===== src/rtl/cache_dm_fill.sv =====
// Direct-mapped, write-through, no-write-allocate cache with a multi-word line fill engine.
// Optional load hit/miss counters are built only when CACHE_STATS_EN is defined.
module cache_dm_fill #(
   parameter int INDEX_W  = 5,
   parameter int OFFSET_W = 1
) (
   input  logic        clk,
   input  logic        rstz,
   input  logic        req,
   input  logic        we,
   input  logic [15:0] addr,
   input  logic [15:0] wdata,
   output logic [15:0] rdata,
   output logic        ready,
   output logic        mem_req,
   output logic        mem_we,
   output logic [15:0] mem_addr,
   output logic [15:0] mem_wdata,
   input  logic [15:0] mem_rdata,
   input  logic        mem_ack,
   output logic [15:0] hit_cnt,
   output logic [15:0] miss_cnt
);

   localparam int LINES = 1 << INDEX_W;
   localparam int WORDS = 1 << OFFSET_W;
   localparam int TAG_W = 16 - INDEX_W - OFFSET_W;

   localparam logic [1:0] S_IDLE  = 2'd0;
   localparam logic [1:0] S_FILL  = 2'd1;
   localparam logic [1:0] S_WRITE = 2'd2;

   logic [1:0]          state_q, state_d;
   logic [OFFSET_W-1:0] cnt_q, cnt_d;
   logic [15:0]         addr_q, wdata_q;
   logic [LINES-1:0]    valid_q;
   logic [TAG_W-1:0]    tag_q  [LINES];
   logic [15:0]         data_q [LINES][WORDS];

   logic [INDEX_W-1:0]  req_idx, cur_idx;
   logic [OFFSET_W-1:0] req_off, cur_off;
   logic [TAG_W-1:0]    req_tag, cur_tag;
   logic                req_hit, cur_hit;
   logic                hit_event, miss_event, fill_ack, fill_last, write_ack;

   assign req_idx = addr[INDEX_W+OFFSET_W-1:OFFSET_W];
   assign req_off = addr[OFFSET_W-1:0];
   assign req_tag = addr[15:INDEX_W+OFFSET_W];
   assign cur_idx = addr_q[INDEX_W+OFFSET_W-1:OFFSET_W];
   assign cur_off = addr_q[OFFSET_W-1:0];
   assign cur_tag = addr_q[15:INDEX_W+OFFSET_W];

   assign req_hit = valid_q[req_idx] && (tag_q[req_idx] == req_tag);
   assign cur_hit = valid_q[cur_idx] && (tag_q[cur_idx] == cur_tag);

   assign hit_event  = (state_q == S_IDLE) && req && !we && req_hit;
   assign miss_event = (state_q == S_IDLE) && req && !we && !req_hit;
   assign fill_ack   = (state_q == S_FILL) && mem_ack;
   assign fill_last  = fill_ack && (cnt_q == '1);
   assign write_ack  = (state_q == S_WRITE) && mem_ack;

   // Transfers run from the address/data captured at request time, so they
   // still complete correctly if the CPU drops req mid-transfer.
   always_comb begin
      state_d   = state_q;
      cnt_d     = cnt_q;
      ready     = 1'b0;
      rdata     = '0;
      mem_req   = 1'b0;
      mem_we    = 1'b0;
      mem_addr  = '0;
      mem_wdata = '0;
      case (state_q)
         S_IDLE: begin
            if (req) begin
               if (we) begin
                  state_d = S_WRITE;
               end else if (req_hit) begin
                  ready = 1'b1;
                  rdata = data_q[req_idx][req_off];
               end else begin
                  state_d = S_FILL;
                  cnt_d   = '0;
               end
            end
         end
         S_FILL: begin
            mem_req  = 1'b1;
            mem_addr = {addr_q[15:OFFSET_W], cnt_q};
            if (mem_ack) begin
               cnt_d = cnt_q + 1'b1;
               if (cnt_q == '1) state_d = S_IDLE;
            end
         end
         S_WRITE: begin
            mem_req   = 1'b1;
            mem_we    = 1'b1;
            mem_addr  = addr_q;
            mem_wdata = wdata_q;
            ready     = mem_ack && req;
            if (mem_ack) state_d = S_IDLE;
         end
         default: state_d = S_IDLE;
      endcase
   end

   always_ff @(posedge clk or negedge rstz) begin
      if (!rstz) begin
         state_q <= S_IDLE;
         cnt_q   <= '0;
         addr_q  <= '0;
         wdata_q <= '0;
         valid_q <= '0;
      end else begin
         state_q <= state_d;
         cnt_q   <= cnt_d;
         if (state_q == S_IDLE && req) begin
            addr_q  <= addr;
            wdata_q <= wdata;
         end
         if (miss_event) valid_q[req_idx] <= 1'b0;
         if (fill_last)  valid_q[cur_idx] <= 1'b1;
      end
   end

   always_ff @(posedge clk) begin
      if (miss_event) tag_q[req_idx] <= req_tag;
      if (fill_ack) data_q[cur_idx][cnt_q] <= mem_rdata;
      if (write_ack && cur_hit) data_q[cur_idx][cur_off] <= wdata_q;
   end

`ifdef CACHE_STATS_EN
   logic [15:0] hit_cnt_q, miss_cnt_q;

   always_ff @(posedge clk or negedge rstz) begin
      if (!rstz) begin
         hit_cnt_q  <= '0;
         miss_cnt_q <= '0;
      end else begin
         if (hit_event && hit_cnt_q != 16'hFFFF)   hit_cnt_q  <= hit_cnt_q + 16'd1;
         if (miss_event && miss_cnt_q != 16'hFFFF) miss_cnt_q <= miss_cnt_q + 16'd1;
      end
   end

   assign hit_cnt  = hit_cnt_q;
   assign miss_cnt = miss_cnt_q;
`else
   assign hit_cnt  = '0;
   assign miss_cnt = '0;
`endif

endmodule


===== config.mk =====
export PLATFORM = sky130hd
export DESIGN_NAME = cache_dm_fill
export DESIGN_NICKNAME = d
export VERILOG_FILES = /design/src/rtl/cache_dm_fill.sv
export SDC_FILE = /design/constraint.sdc
export NUM_CORES = 2
export LEC_CHECK = 0
export CAP_MARGIN = 20
export CORE_MARGIN = 4
export CORE_UTILIZATION = 45
export CTS_CLUSTER_DIAMETER = 50
export DETAILED_ROUTE_END_ITERATION = 6
export GPL_TIMING_DRIVEN = 0
export PLACE_DENSITY = 0.65
export REMOVE_ABC_BUFFERS = 1
export SYNTH_ARGS = -nofsm -noshare
export SYNTH_HDL_FRONTEND = slang
export SYNTH_SLANG_ARGS = --single-unit

===== constraint.sdc =====
create_clock -name clk -period 15.6 [get_ports clk]
set_input_delay 3.9 -clock clk [delete_from_list [all_inputs] [get_ports clk]]
set_output_delay 3.9 -clock clk [all_outputs]
set_load 0.02 [all_outputs]

==> results.toml <==
[placed_design]
placed_area_sq_um = 63600
placed_cells = 4979
numPortBuffers = 103
hpwl_um = 114000
gp_congestion = 0.908

[sta]
post-route-period-util_pct = 92.4
final-hold-violation-count = 0
worst_pin_slew_ns = 1.25
slew_headroom_pct = 16.3
finalSetupViolCount = 0
min_period_ns = 14.41
fin_skew_ns = 0.0337
rsz0062_at_grt = "false"
fmax_mhz = 69.4
slew_violations = 0

[floorplan]
placeableCoreArea_sq_um = 130000
ios = 136
die_x_um = 370
die_area_sq_um = 137000
dieHeight_um = 370
initial_core_util_pct = 45.4
fp-row-count = 132

[clock_network]
cts-root-buf = "clkbuf_16"
cts-htree-levels = 4
clk_pin_slew_ns = 0.06
cts_tree = "done"
post_cts_buffers = 0
clk_latency_ns = 0.78
ctsHoldBuffers = 0
cts_sinks = 1411
cts_resized = 0
cts_max_path_buffers = 3
numCtsBuffers = 152

[critical_path]
required_ns = 11.70
crit_path_end_kind = "output pin"
crit_arrival_ns = 10.51
path_class = "in2out"
worstPathMaxFanout = 71
start_kind = "input pin"

[cells_and_area]
multi_input_area_sq_um = 16200
finalNonFillerCells = 5288
nNetsFinal = 3472
ff_latch_area_sq_um = 42000
nFillCells = 10100
drive_above_1_share_pct = 22.8
area_growth_pct = 17.1
stdcell_area_sq_um = 69100

[detailed_routing]
firstDrtPassIters = 6
num_vias = 34300
drc = 0
viasPerCell = 6.49
first_iter_violations = 5241
wire_per_inst_um = 33.4
wl_um = 177000
ant_nets = 0

[logic_synthesis]
synth_top_area_share_pct = 68.5
avgSynthCellArea_sq_um = 18.3
async_reset_ff_share_pct = 4.75
netlist_area_sq_um = 59000
synth-main-ff-cell = "edfxtp_1"
yosys-top-cells-area = "edfxtp_1, mux4_2, mux2i_1, dfrtp_1, o22ai_1"
netlist_instances = 3215
yosysSeqAreaShare_pct = 71.3
ys_seq_elements = 1411
netlist_top_cells_count = "edfxtp_1, mux2i_1, mux4_2, o22ai_1, clkbuf_1"
synth_area_leader_cell = "edfxtp_1"
yosysMostFrequentCell = "edfxtp_1"
synth_edf_count = 1344
synth-warning-count = 0
synth_cell_types = 63

[pwr]
power_mw = 9.46
powerDensity_nw_per_um2 = 137
cellLeakagePower_nw = 22.7
ir_drop_v = 0.000116

[flow_run]
drv_cap = 0

[global_route]
grt_max_degree = 88
grt_pass1_vias = 33500
grt_overflow = 0
antenna_found_initial = 9
grt_usage_pct = 25.5
grt_pass1_wl_um = 248000

[hold_path]
hold_class = "reg2reg"

[outcome]
status = "completed"
## layer usage
| layer | vias up | share of wire, % | track usage [%] |
|---|---|---|---|
| met5 | - | 0.012 | 0 |
| met4 | 4 | 3.3 | 8.40 |
| met3 | 356 | 12 | 6.72 |
| met2 | 2378 | 45 | 38.4 |
| met1 | 17900 | 39 | 36.4 |
| li1 | 13700 | - | - |
## layout make-up
cell class / count / share of cell area, %
clock buffers: 192 / 5.89
clock inverters: 88 / 1.11
inverters: 7 / 0.0381
well taps: 1742 / 3.16
flip-flops and latches: 1411 / 60.9
repair buffers: 260 / 5.44
diodes: 4 / 0.0145
multi-input cells: 1584 / 23.5
## registers in the layout, indices dropped and copies added (netlist names)
| signal | count |
|---|---|
| data_q | 1024 |
| wdata_q | 16 |
| addr_q | 16 |
| state_q | 2 |
| tag_q | 320 |
| cnt_q | 1 |
| valid_q | 32 |
## critical path, stage by stage
cell	delay, ns
buf_8	0.35
buf_16	0.40
buf_16	0.38
nand4bb_1	0.93
o22ai_1	0.20
or4_1	0.65
a2111oi_0	0.54
xnor2_1	0.26
nand4b_1	0.77
nor3_1	1.13
clkdlybuf4s50_1	0.78
## cells in the final DEF, fill, tap and decap left out, types with 9 or more instances in the layout
cell type / count
nor4_1: 42
buf_8: 32
nor2_2: 31
nor2b_1: 14
a211oi_1: 40
nor3_2: 29
edfxtp_1: 1344
mux2i_1: 329
buf_6: 42
conb_1: 32
nand3_1: 11
nor3_1: 28
nand2b_1: 12
o221ai_1: 11
and3_1: 42
nor2_1: 42
clkinv_1: 38
nand4b_1: 9
buf_4: 20
clkinv_2: 14
o21ai_0: 29
nand4bb_1: 11
mux2_2: 65
a21oi_1: 86
nand2_1: 54
clkdlybuf4s50_1: 96
and2_1: 38
inv_6: 12
mux2_1: 20
mux4_2: 281
a2111oi_0: 10
bufinv_16: 10
o22ai_1: 222
buf_16: 56
clkbuf_1: 34
xor2_1: 10
dfrtp_1: 65
clkbuf_16: 157
## path summary, 6_finish.rpt
| check | from | endpoint | slack (ns) | cells after the start |
|---|---|---|---|---|
| worst min-delay path | wdata_q[0] | wdata_q[0] | 0.54 | 1 |
| min in group asynchronous | rstz | addr_q[15] | 3.06 | 1 |
| max in group asynchronous | rstz | wdata_q[15] | 11.88 | 2 |
| worst min register to register | wdata_q[0] | wdata_q[0] | 0.54 | 1 |
| worst max-delay path | addr[1] | rdata[8] | 1.19 | 11 |
| worst max register to register | addr_q[4] | data_q[30][21] | 8.63 | 11 |
## where the power goes
group,leakage (nW),switching (mW),total (mW),internal [mW]
Combinational,7.43,0.931,1.54,0.607
Sequential,12.9,0.147,4.40,4.26
Clock,2.35,1.49,3.52,2.02
Total,22.7,2.57,9.46,6.89
## per-stage QoR
step | TNS [ns] | setup slack (ns) | hold slack (ns) | utilization, %
finish | 0 | 1.19 | 0.544 | 53.2
global route | 0 | 1.03 | 0.574 | 53.2
CTS | 0 | 1.20 | 0.547 | 52.7
detailed placement | 0 | 1.20 | 0.532 | 49.0
global placement | -6164.19 | -20.62 | 0.522 | 47.1
floorplan | 0 | 4.03 | 0.483 | -
## cell families (layout without fill, tap and decap cells)
kind of cell / Yosys count / count (layout) / synth area share (%)
multiplexers: 695 / 695 / 17.9
flip-flops: 1411 / 1411 / 71.3
adder cells (fa/ha/maj): 3 / 3 / 0.0637
buffers and inverters: 251 / 547 / 1.95
AND/OR/NAND/NOR: 412 / 412 / 3.96
other: 1 / 36 / 0.00636
XOR/XNOR: 12 / 12 / 0.178
AO/OA/AOI/OAI: 430 / 430 / 4.60
(Power assumes the default switching activity.)
